<file path="src/rtl/dfu_boot_sequencer.sv">
// rtl/dfu_boot_sequencer.sv - TinyDFU boot/reset sequencer with autoboot, image select and status LED
// Holds usb_dfu_core in reset, runs the autoboot countdown and drives SB_WARMBOOT plus the LED.
module dfu_boot_sequencer #(
  parameter int CLK_HZ          = 12000000,
  parameter int RESET_CYCLES    = 12000,
  parameter int BOOT_TIMEOUT_S  = 5,
  parameter int NUM_IMAGES      = 4,
  parameter int DEFAULT_IMAGE   = 1,
  parameter int DEBOUNCE_CYCLES = 120000,
  parameter bit LED_ACTIVE_LOW  = 1'b0
) (
  input  logic       clk,
  input  logic       reset_n,
  input  logic [7:0] dfu_state,
  input  logic       dfu_detach,
  input  logic       btn,
  output logic       core_reset,
  output logic [1:0] wb_image,
  output logic       wb_boot,
  output logic       autoboot_on,
  output logic       led
);

  localparam int TIMEOUT_CYC = CLK_HZ * BOOT_TIMEOUT_S;
  localparam int TW = (TIMEOUT_CYC > 1) ? $clog2(TIMEOUT_CYC) : 1;
  localparam int HW = $clog2(RESET_CYCLES + 1);
  localparam int DW = $clog2(DEBOUNCE_CYCLES + 1);
  localparam logic [TW-1:0] TIMER_LOAD = TW'(TIMEOUT_CYC - 1);
  localparam logic [HW-1:0] HOLD_LAST  = HW'(RESET_CYCLES - 1);
  localparam logic [DW-1:0] DB_LAST    = DW'(DEBOUNCE_CYCLES - 1);
  localparam logic [1:0]    IMG_MAX    = 2'(NUM_IMAGES - 1);
  localparam logic [1:0]    IMG_DEF    = 2'(DEFAULT_IMAGE);

  typedef enum logic [1:0] {S_HOLD, S_ARMED, S_MANUAL, S_BOOT} state_e;

  state_e        state_q;
  logic [HW-1:0] hold_cnt_q;
  logic [TW-1:0] timer_q;
  logic [DW-1:0] db_cnt_q;
  logic          btn_s1_q, btn_s2_q, db_state_q, press_q;
  logic [23:0]   lc_q;
  logic          core_reset_q, wb_boot_q, autoboot_q, led_q;
  logic [1:0]    wb_image_q;

  logic       boot_now, blink, busy, led_on, led_d;
  logic [4:0] pwm;
  logic [1:0] img_next;

  always_comb begin
    boot_now = 1'b0;
    if (state_q == S_ARMED || state_q == S_MANUAL)
      boot_now = dfu_detach || (state_q == S_ARMED && timer_q == '0);
    img_next = (wb_image_q == IMG_MAX) ? 2'd1 : wb_image_q + 2'd1;
  end

  always_comb begin
    blink  = (lc_q[22:20] == 3'd3) || (lc_q[22:20] == 3'd5);
    pwm    = lc_q[23] ? lc_q[22:18] : 5'd31 - lc_q[22:18];
    busy   = lc_q[17:13] >= pwm;
    led_on = 1'b0;
    case (state_q)
      S_HOLD: led_on = 1'b0;
      S_BOOT: led_on = 1'b1;
      default: begin
        // While armed, idle/dfuIDLE states flash the selected image number instead.
        if (state_q == S_ARMED && (dfu_state == 8'd0 || dfu_state == 8'd2))
          led_on = lc_q[22:20] < {1'b0, wb_image_q};
        else if (dfu_state == 8'd0)
          led_on = ~blink;
        else if (dfu_state == 8'd2)
          led_on = blink;
        else
          led_on = busy;
      end
    endcase
    led_d = led_on ^ LED_ACTIVE_LOW;
  end

  always_ff @(posedge clk or negedge reset_n) begin
    if (!reset_n) begin
      state_q      <= S_HOLD;
      hold_cnt_q   <= '0;
      timer_q      <= '0;
      db_cnt_q     <= '0;
      btn_s1_q     <= 1'b0;
      btn_s2_q     <= 1'b0;
      db_state_q   <= 1'b0;
      press_q      <= 1'b0;
      lc_q         <= '0;
      core_reset_q <= 1'b1;
      wb_boot_q    <= 1'b0;
      autoboot_q   <= 1'b0;
      wb_image_q   <= IMG_DEF;
      led_q        <= LED_ACTIVE_LOW;
    end else begin
      lc_q     <= lc_q + 24'd1;
      led_q    <= led_d;
      btn_s1_q <= btn;
      btn_s2_q <= btn_s1_q;
      press_q  <= 1'b0;
      if (btn_s2_q != db_state_q) begin
        if (db_cnt_q == DB_LAST) begin
          db_state_q <= btn_s2_q;
          db_cnt_q   <= '0;
          press_q    <= btn_s2_q;
        end else begin
          db_cnt_q <= db_cnt_q + DW'(1);
        end
      end else begin
        db_cnt_q <= '0;
      end

      case (state_q)
        S_HOLD: begin
          if (hold_cnt_q == HOLD_LAST) begin
            core_reset_q <= 1'b0;
            if (BOOT_TIMEOUT_S > 0) begin
              state_q    <= S_ARMED;
              autoboot_q <= 1'b1;
              timer_q    <= TIMER_LOAD;
            end else begin
              state_q <= S_MANUAL;
            end
          end else begin
            hold_cnt_q <= hold_cnt_q + HW'(1);
          end
        end
        S_ARMED, S_MANUAL: begin
          if (boot_now) begin
            state_q    <= S_BOOT;
            wb_boot_q  <= 1'b1;
            autoboot_q <= 1'b0;
          end else begin
            if (state_q == S_ARMED)
              timer_q <= press_q ? TIMER_LOAD : timer_q - TW'(1);
            if (press_q)
              wb_image_q <= img_next;
            if (state_q == S_ARMED && dfu_state > 8'd2) begin
              state_q    <= S_MANUAL;
              autoboot_q <= 1'b0;
            end
          end
        end
        default: ;
      endcase
    end
  end

  assign core_reset  = core_reset_q;
  assign wb_image    = wb_image_q;
  assign wb_boot     = wb_boot_q;
  assign autoboot_on = autoboot_q;
  assign led         = led_q;

endmodule

</file>
<file path="config.mk">
export PLATFORM = sky130hd
export DESIGN_NAME = dfu_boot_sequencer
export DESIGN_NICKNAME = d
export VERILOG_FILES = /design/src/rtl/dfu_boot_sequencer.sv
export SDC_FILE = /design/constraint.sdc
export NUM_CORES = 1
export LEC_CHECK = 0
export BUFFER_PORTS_ARGS = -buffer_cell sky130_fd_sc_hd__buf_2
export CORE_ASPECT_RATIO = 0.75
export CORE_MARGIN = 2
export CORE_UTILIZATION = 66
export CTS_CLUSTER_DIAMETER = 40
export DETAILED_ROUTE_END_ITERATION = 10
export GPL_TIMING_DRIVEN = 0
export PLACE_DENSITY = 0.95
export SETUP_SLACK_MARGIN = 0.4
export SLEW_MARGIN = 20
export SYNTH_ARGS = -nofsm -noshare
export SYNTH_HDL_FRONTEND = slang
export SYNTH_SLANG_ARGS = --single-unit
</file>
<file path="constraint.sdc">
create_clock -name clk -period 3.9 [get_ports clk]
set_input_delay 0.39 -clock clk [delete_from_list [all_inputs] [get_ports clk]]
set_output_delay 0.39 -clock clk [all_outputs]
set_load 0.02 [all_outputs]
</file>
==> results of run 1 <==
kinds of logic (layout without fill, tap and decap cells):
logic type / Yosys count / in the layout / synth area share (%)
and+or+nand+nor: 179 / 179 / 20.97
DFF: 93 / 93 / 49.25
AOI/OAI and AO/OA: 80 / 80 / 10.45
xor gates and xnor gates: 58 / 58 / 10.74
buffers and inverters: 33 / 66 / 3.491
adders and majority gates: 15 / 15 / 3.967
muxes: 5 / 5 / 1.137
metrics by stage:
step | util [%] | total power (µW) | instance area (µm²) | setup WS [ns]
global placement | 71.95 | 1913 | 4938 | 1.395
detailed placement | 72.27 | 1963 | 4961 | 1.257
global route | 75.54 | 2819 | 5185 | 1.092
floorplan | - | 1731 | 4731 | 1.650
CTS | 75.54 | 2679 | 5185 | 1.219
finish | 75.54 | 2677 | 5185 | 1.196
metal layers:
layer	GRT usage (%)	wire length, µm	vias up
met2	39.47	4349	138
met1	37.18	4210	1725
met5	0	0	-
li1	-	-	1694
met3	6.655	599	16
met4	7.027	123	0
sequential cells by signal, summed over array words and instances (netlist names):
name and cells:
autoboot_on 1, db_cnt_q 17, wb_boot 1, btn_s1_q 1
lc_q 24, btn_s2_q 1, led 1, db_state_q 1
core_reset 1, state_q 2, timer_q 26, wb_image 2
press_q 1, hold_cnt_q 14
Yosys cell counts, drive strengths merged, types with 3 or more instances:
cell type	instances
mux2	3
buf	4
o31ai	5
nor2b	3
nor3	11
nand4	9
nand2	28
nor4	7
a21oi	21
or2b	3
or4	5
xor2	27
nor2	48
clkbuf	12
xnor2	31
inv	17
a41oi	3
and4	3
nand3	26
and2	4
or3	5
o41ai	4
nand2b	6
and3	9
o21ai	23
ha	15
dfrtp	91
a31oi	15
worst reg2reg max path: stages, from the launching register on:
cell and delay [ns]:
dfrtp_1 0.39, ha_1 0.17, nand4b_1 0.16, nor4_2 0.46, a21oi_2 0.14, nor3_1 0.54
nand2_1 0.34, o41ai_1 0.40
where the power goes:
group	internal, µW	switching [µW]	total (µW)
sequential	1030	67.3	1100
combinational	340	522	862
clock	394	321	715
path summary, 6_finish.rpt:
kind	start	endpoint	slack, ns	cells after the start
worst max-delay path	hold_cnt_q[0]$_DFFE_PN0P_	timer_q[13]$_DFFE_PN0P_	1.20	7
worst min-delay path	reset_n	timer_q[20]$_DFFE_PN0P_	0.05	1
worst max register to register	hold_cnt_q[0]$_DFFE_PN0P_	timer_q[13]$_DFFE_PN0P_	1.20	7
worst min register to register	btn_s1_q$_DFF_PN0_	btn_s2_q$_DFF_PN0_	0.37	0
max in group asynchronous	reset_n	hold_cnt_q[8]$_DFFE_PN0P_	3.19	2
min in group clk	btn	btn_s1_q$_DFF_PN0_	0.14	1
area by class of cell:
cell class / instances / share of cell area, %
Clock buffer: 12 / 2.992
Sequential cell: 93 / 44.93
Tap cell: 98 / 2.365
Inverter: 17 / 1.231
Buffer: 16 / 1.955
Clock inverter: 3 / 1.327
Timing Repair Buffer: 18 / 2.075
Multi-Input combinational cell: 337 / 43.12
==> flow_metrics.tcl, run 1 <==
set metrics [dict create \
    status "complete, no violations" \
    clock-root-buffer "clkbuf_8" \
    path_cells "ha_1 > nand4b_1 > nor4_2 > a21oi_2 > nor3_1 > nand2_1 > o41ai_1" \
    clock_path_buffers 2 \
    cts_sinks 93 \
    path_delay_family "simple AND/OR/NAND/NOR gates" \
    die_h_um 77.32 \
    rows 26 \
    synth_ff_type "dfrtp_1" \
    dr.first_iter.drc_count 273 \
    cp_slowest_cell "nor3_1" \
    synth-edff-count 0 \
    post-synth-top-area-fraction_pct 48.14 \
    start_util_pct 68.92 \
    fillerInstances 438 \
    cts.clk_slew.worst_paths_ns 0.09 \
    synth_area_um2 4731 \
    cts_resized 0 \
    slew_violations 0 \
    yosysUniqueCellTypes 62 \
    cap_violations 0 \
    total_leakage_power_uw 0.002289 \
    grt_util_all_layers_pct 26.00 \
    cts_tree "done" \
    final_common_cell "dfrtp_1" \
    worst-path-buf-inv 0 \
    tns_ns 0 \
    port-buffer-count 17 \
    antenna_found_initial 0 \
    yosysSeqAreaShare_pct 49.25 \
    seq_area_um2 2330 \
    area_delta_synth_final_pct 9.601 \
    multiInputGateArea_um2 2236 \
    worst_ep_required_time_ns 4.14 \
    start_kind "register" \
    vias 3573 \
    drt.antenna.violating_nets 0 \
    hold_buffers 0 \
    ys_async_sr_fraction_pct 100.0 \
    power_density_nw_per_um2 516.3 \
    final_cells 594 \
    min_period_ns 2.704 \
    dieArea_um2 7868 \
    cp_max_fo 8 \
    ios 18 \
    drive_above_1_share_pct 12.10 \
    fin_worst_skew_ns 0.01329 \
    drcViolationCount 0 \
    postCtsSetupRepairBufs 0 \
    setup.worst_path.class "register to register" \
    hp-class "input pin to async pin" \
    drt_pass1_iterations 5 \
    htree_num_levels 3 \
    grt_pass1_wl_mm 16.28 \
    routabilityCongestion 0.8534 \
    fmax_ghz 0.3698 \
    ir_drop_mv 0.3197 \
    synth_top_cell_by_area "dfrtp_1" \
    post_drt_wl_per_cell_um 15.63 \
    cp_slowest_stage_delay_ns 0.54 \
    num_antenna_cells 0 \
    grt_pass1_vias 3501 \
    slew_headroom_pct 57.60 \
    totalWireLength_mm 9.283 \
    final_cell_mix "dfrtp_1, nor2_1, xnor2_1" \
    die_w_um 101.8 \
    cts_buffers 9 \
    end_kind "register" \
    setup_viol 0 \
    grt_max_degree 53 \
    hold_viol 0 \
    synth_area_leaders "dfrtp_1, xnor2_1, xor2_1" \
    crit_arrival_ns 2.95 \
    ys_warn_count 0 \
    hpwl_mm 6.505 \
    fin_crit_sh_pct 69.33 \
    worst_slew_pin_slew_ns 0.6360 \
    clock_latency_ns 0.35 \
    syn_nets 490 \
    place_inst 579 \
    rsz0062_at_grt "false" \
    syn_inst 463 \
    fin_hold_ws_ns 0.05278 \
    core_area_um2 6864 \
    ys_ff_latch 93 \
    globalRouteOverflowTotal 0 \
    syn_avg_cell_area_um2 10.22 \
    routed_via_density 6.015 \
    num-nets-final 519 \
]
Note: power is estimated with default switching activity, not from simulation.
==> inputs of run 2 (changes only) <==
CORE_UTILIZATION = 62   (was 66)
PLACE_DENSITY = 0.92   (was 0.95)
clock period = 2.83 ns   (was 3.9 ns; I/O delays follow)
==> run 2 against run 1 <==
Net effect: critical path depth grew 3; worst hold slack lost 0.031 ns; final area up 5.2%; clock skew shrank 0.0042 ns; routed wire length rose by 19%; die area increased by 6.2%.
==> flow_metrics.tcl, run 2 (same netlist as run 1, synthesis figures left out) <==
set metrics [dict create \
    die_w_um 104.9 \
    ios 18 \
    fin_worst_skew_ns 0.009125 \
    die_h_um 79.65 \
    totalWireLength_mm 11.02 \
    final_common_cell "dfrtp_1" \
    globalRouteOverflowTotal 0 \
    vias 3784 \
    r2r_slack_ns 0.41 \
    ir_drop_mv 0.3555 \
    cts_tree "done" \
    drcViolationCount 0 \
    cts_buffers 9 \
    drt.antenna.violating_nets 0 \
    r2r_start "state_q[0]$_DFFE_PN0P_" \
    port-buffer-count 17 \
    final_cell_mix "dfrtp_1, nor2_1, xnor2_1" \
    cp_slowest_cell "dfrtp_2" \
    setup.worst_path.class "register to register" \
    start_util_pct 64.24 \
    cp_slowest_stage_delay_ns 0.46 \
    core_area_um2 7365 \
    drive_above_1_share_pct 19.15 \
    routabilityCongestion 0.9046 \
    setup_viol 0 \
    clock-root-buffer "clkbuf_8" \
    start_kind "register" \
    fin_crit_sh_pct 85.62 \
    dr.first_iter.drc_count 328 \
    grt_util_all_layers_pct 26.20 \
    cts.clk_slew.worst_paths_ns 0.09 \
    htree_num_levels 3 \
    fmax_ghz 0.4127 \
    min_to "btn_s1_q$_DFF_PN0_" \
    slew_violations 0 \
    hp-class "input pin to register" \
    grt_pass1_vias 3703 \
    routed_via_density 6.123 \
    grt_pass1_wl_mm 17.30 \
    worst_slew_pin_slew_ns 0.5888 \
    rsz0062_at_grt "false" \
    cts_sinks 93 \
    hpwl_mm 6.658 \
    clock_path_buffers 2 \
    worst_ep_required_time_ns 3.05 \
    dr.max_layer_used "met4" \
    drt_pass1_iterations 6 \
    largest_register_ffs 26 \
    num-nets-final 539 \
    wl_met3_um 834 \
    antenna_found_initial 0 \
    slew_headroom_pct 60.75 \
    wl_met2_mm 5.226 \
    reg2reg_to "timer_q[7]$_DFFE_PN0P_" \
    largest_register "timer_q" \
    r2r_cells 10 \
    tns_ns 0 \
    power_density_nw_per_um2 729.4 \
    dieArea_um2 8353 \
    hold_viol 0 \
    crit_arrival_ns 2.64 \
    grt_max_degree 50 \
    total_leakage_power_uw 0.002411 \
    finish.utilization_pct 74.06 \
    status "complete, no violations" \
    drt-met1-wl_mm 4.563 \
    end_kind "register" \
    min_period_ns 2.423 \
    area_delta_synth_final_pct 15.29 \
    cap_violations 0 \
    num_antenna_cells 0 \
    whs_path_depth 1 \
    hold_start "btn" \
    path_cells "inv_2 > ha_4 > nand3_2 > nor4_4 > a21oi_4 > or3_4 > buf_6 > nor2_4 > buf_4 > a41oi_1" \
    rows 27 \
    post_drt_wl_per_cell_um 17.83 \
    cp_max_fo 9 \
    layout_top_registers "timer_q (26), lc_q (24), db_cnt_q (17)" \
    clock_latency_ns 0.37 \
]
## run 2: cell types whose count changed in the layout (fill, tap and decap cells not counted), sizes merged
| cell | previous run | this run |
|---|---|---|
| buf | 22 | 42 |
| bufinv | 2 | 1 |
| clkinv | 1 | 0 |
| clkinvlp | 0 | 2 |
| dlygate4sd3 | 0 | 1 |
## run 2: critical path: cells and delay by family, from the launching register on
family,cells,cell delay [ns]
AO/OA/AOI/OAI,2,0.22
adder cells (fa/ha/maj),1,0.14
buffers and inverters,3,0.44
flip-flops,1,0.46
AND/OR/NAND/NOR,4,1.01
## run 2: what timing repair did
action,in CTS,in global routing
gates cloned,0,1
setup endpoints to repair,20,27
buffers inserted,6,12
gates resized for setup,8,25
hold buffers,1,0
pin swaps,3,4
endpoints found under the hold margin,43,0
## run 2: metrics by stage
stage	setup slack, ns	hold slack (ns)	total power [µW]	std cells	instance area (µm²)
6_report	0.4069	0.02220	3978	618	5454
2_1_floorplan	0.5799	-0.01259	2385	463	4731
3_3_place_gp	0.3388	0.3393	2645	581	4942
5_1_grt	0.3571	0.01726	4166	618	5454
3_5_place_dp	0.2287	0.3206	2707	582	4972
4_1_cts	0.4154	0.01976	3620	605	5260
## run 2: final cells by class
type	count	area, µm²
buffer	16	111.4
fill	462	1911
tap	101	126.4
multi-input combinational	337	2338
clock buffer	13	148.9
clock inverter	3	45.04
inverter	17	63.81
timing repair buffer	38	285.3
sequential	93	2335
## run 2: how the worst max path moves through the flow
stage	start	end	slack [ns]	cells after the start
final	state_q[0]$_DFFE_PN0P_	timer_q[7]$_DFFE_PN0P_	0.41	10
after global routing	state_q[0]$_DFFE_PN0P_	timer_q[7]$_DFFE_PN0P_	0.36	10
after CTS	hold_cnt_q[0]$_DFFE_PN0P_	timer_q[14]$_DFFE_PN0P_	0.42	8
after detailed placement	state_q[0]$_DFFE_PN0P_	timer_q[13]$_DFFE_PN0P_	0.23	8
after global placement	hold_cnt_q[12]$_DFFE_PN0P_	timer_q[13]$_DFFE_PN0P_	0.34	6
after floorplan	timer_q[12]$_DFFE_PN0P_	timer_q[22]$_DFFE_PN0P_	0.58	7
## run 2: layer usage
layer,up-vias,track usage (%)
li1,1723,-
met1,1823,34.09
met2,186,42.53
met3,52,6.286
met4,0,11.07
met5,-,0
## run 2: power breakdown
part | switching [µW] | total (µW) | internal (µW)
clock | 463 | 897 | 434
combinational | 880 | 1560 | 684
sequential | 91.8 | 1520 | 1430
total | 1430 | 3980 | 2540
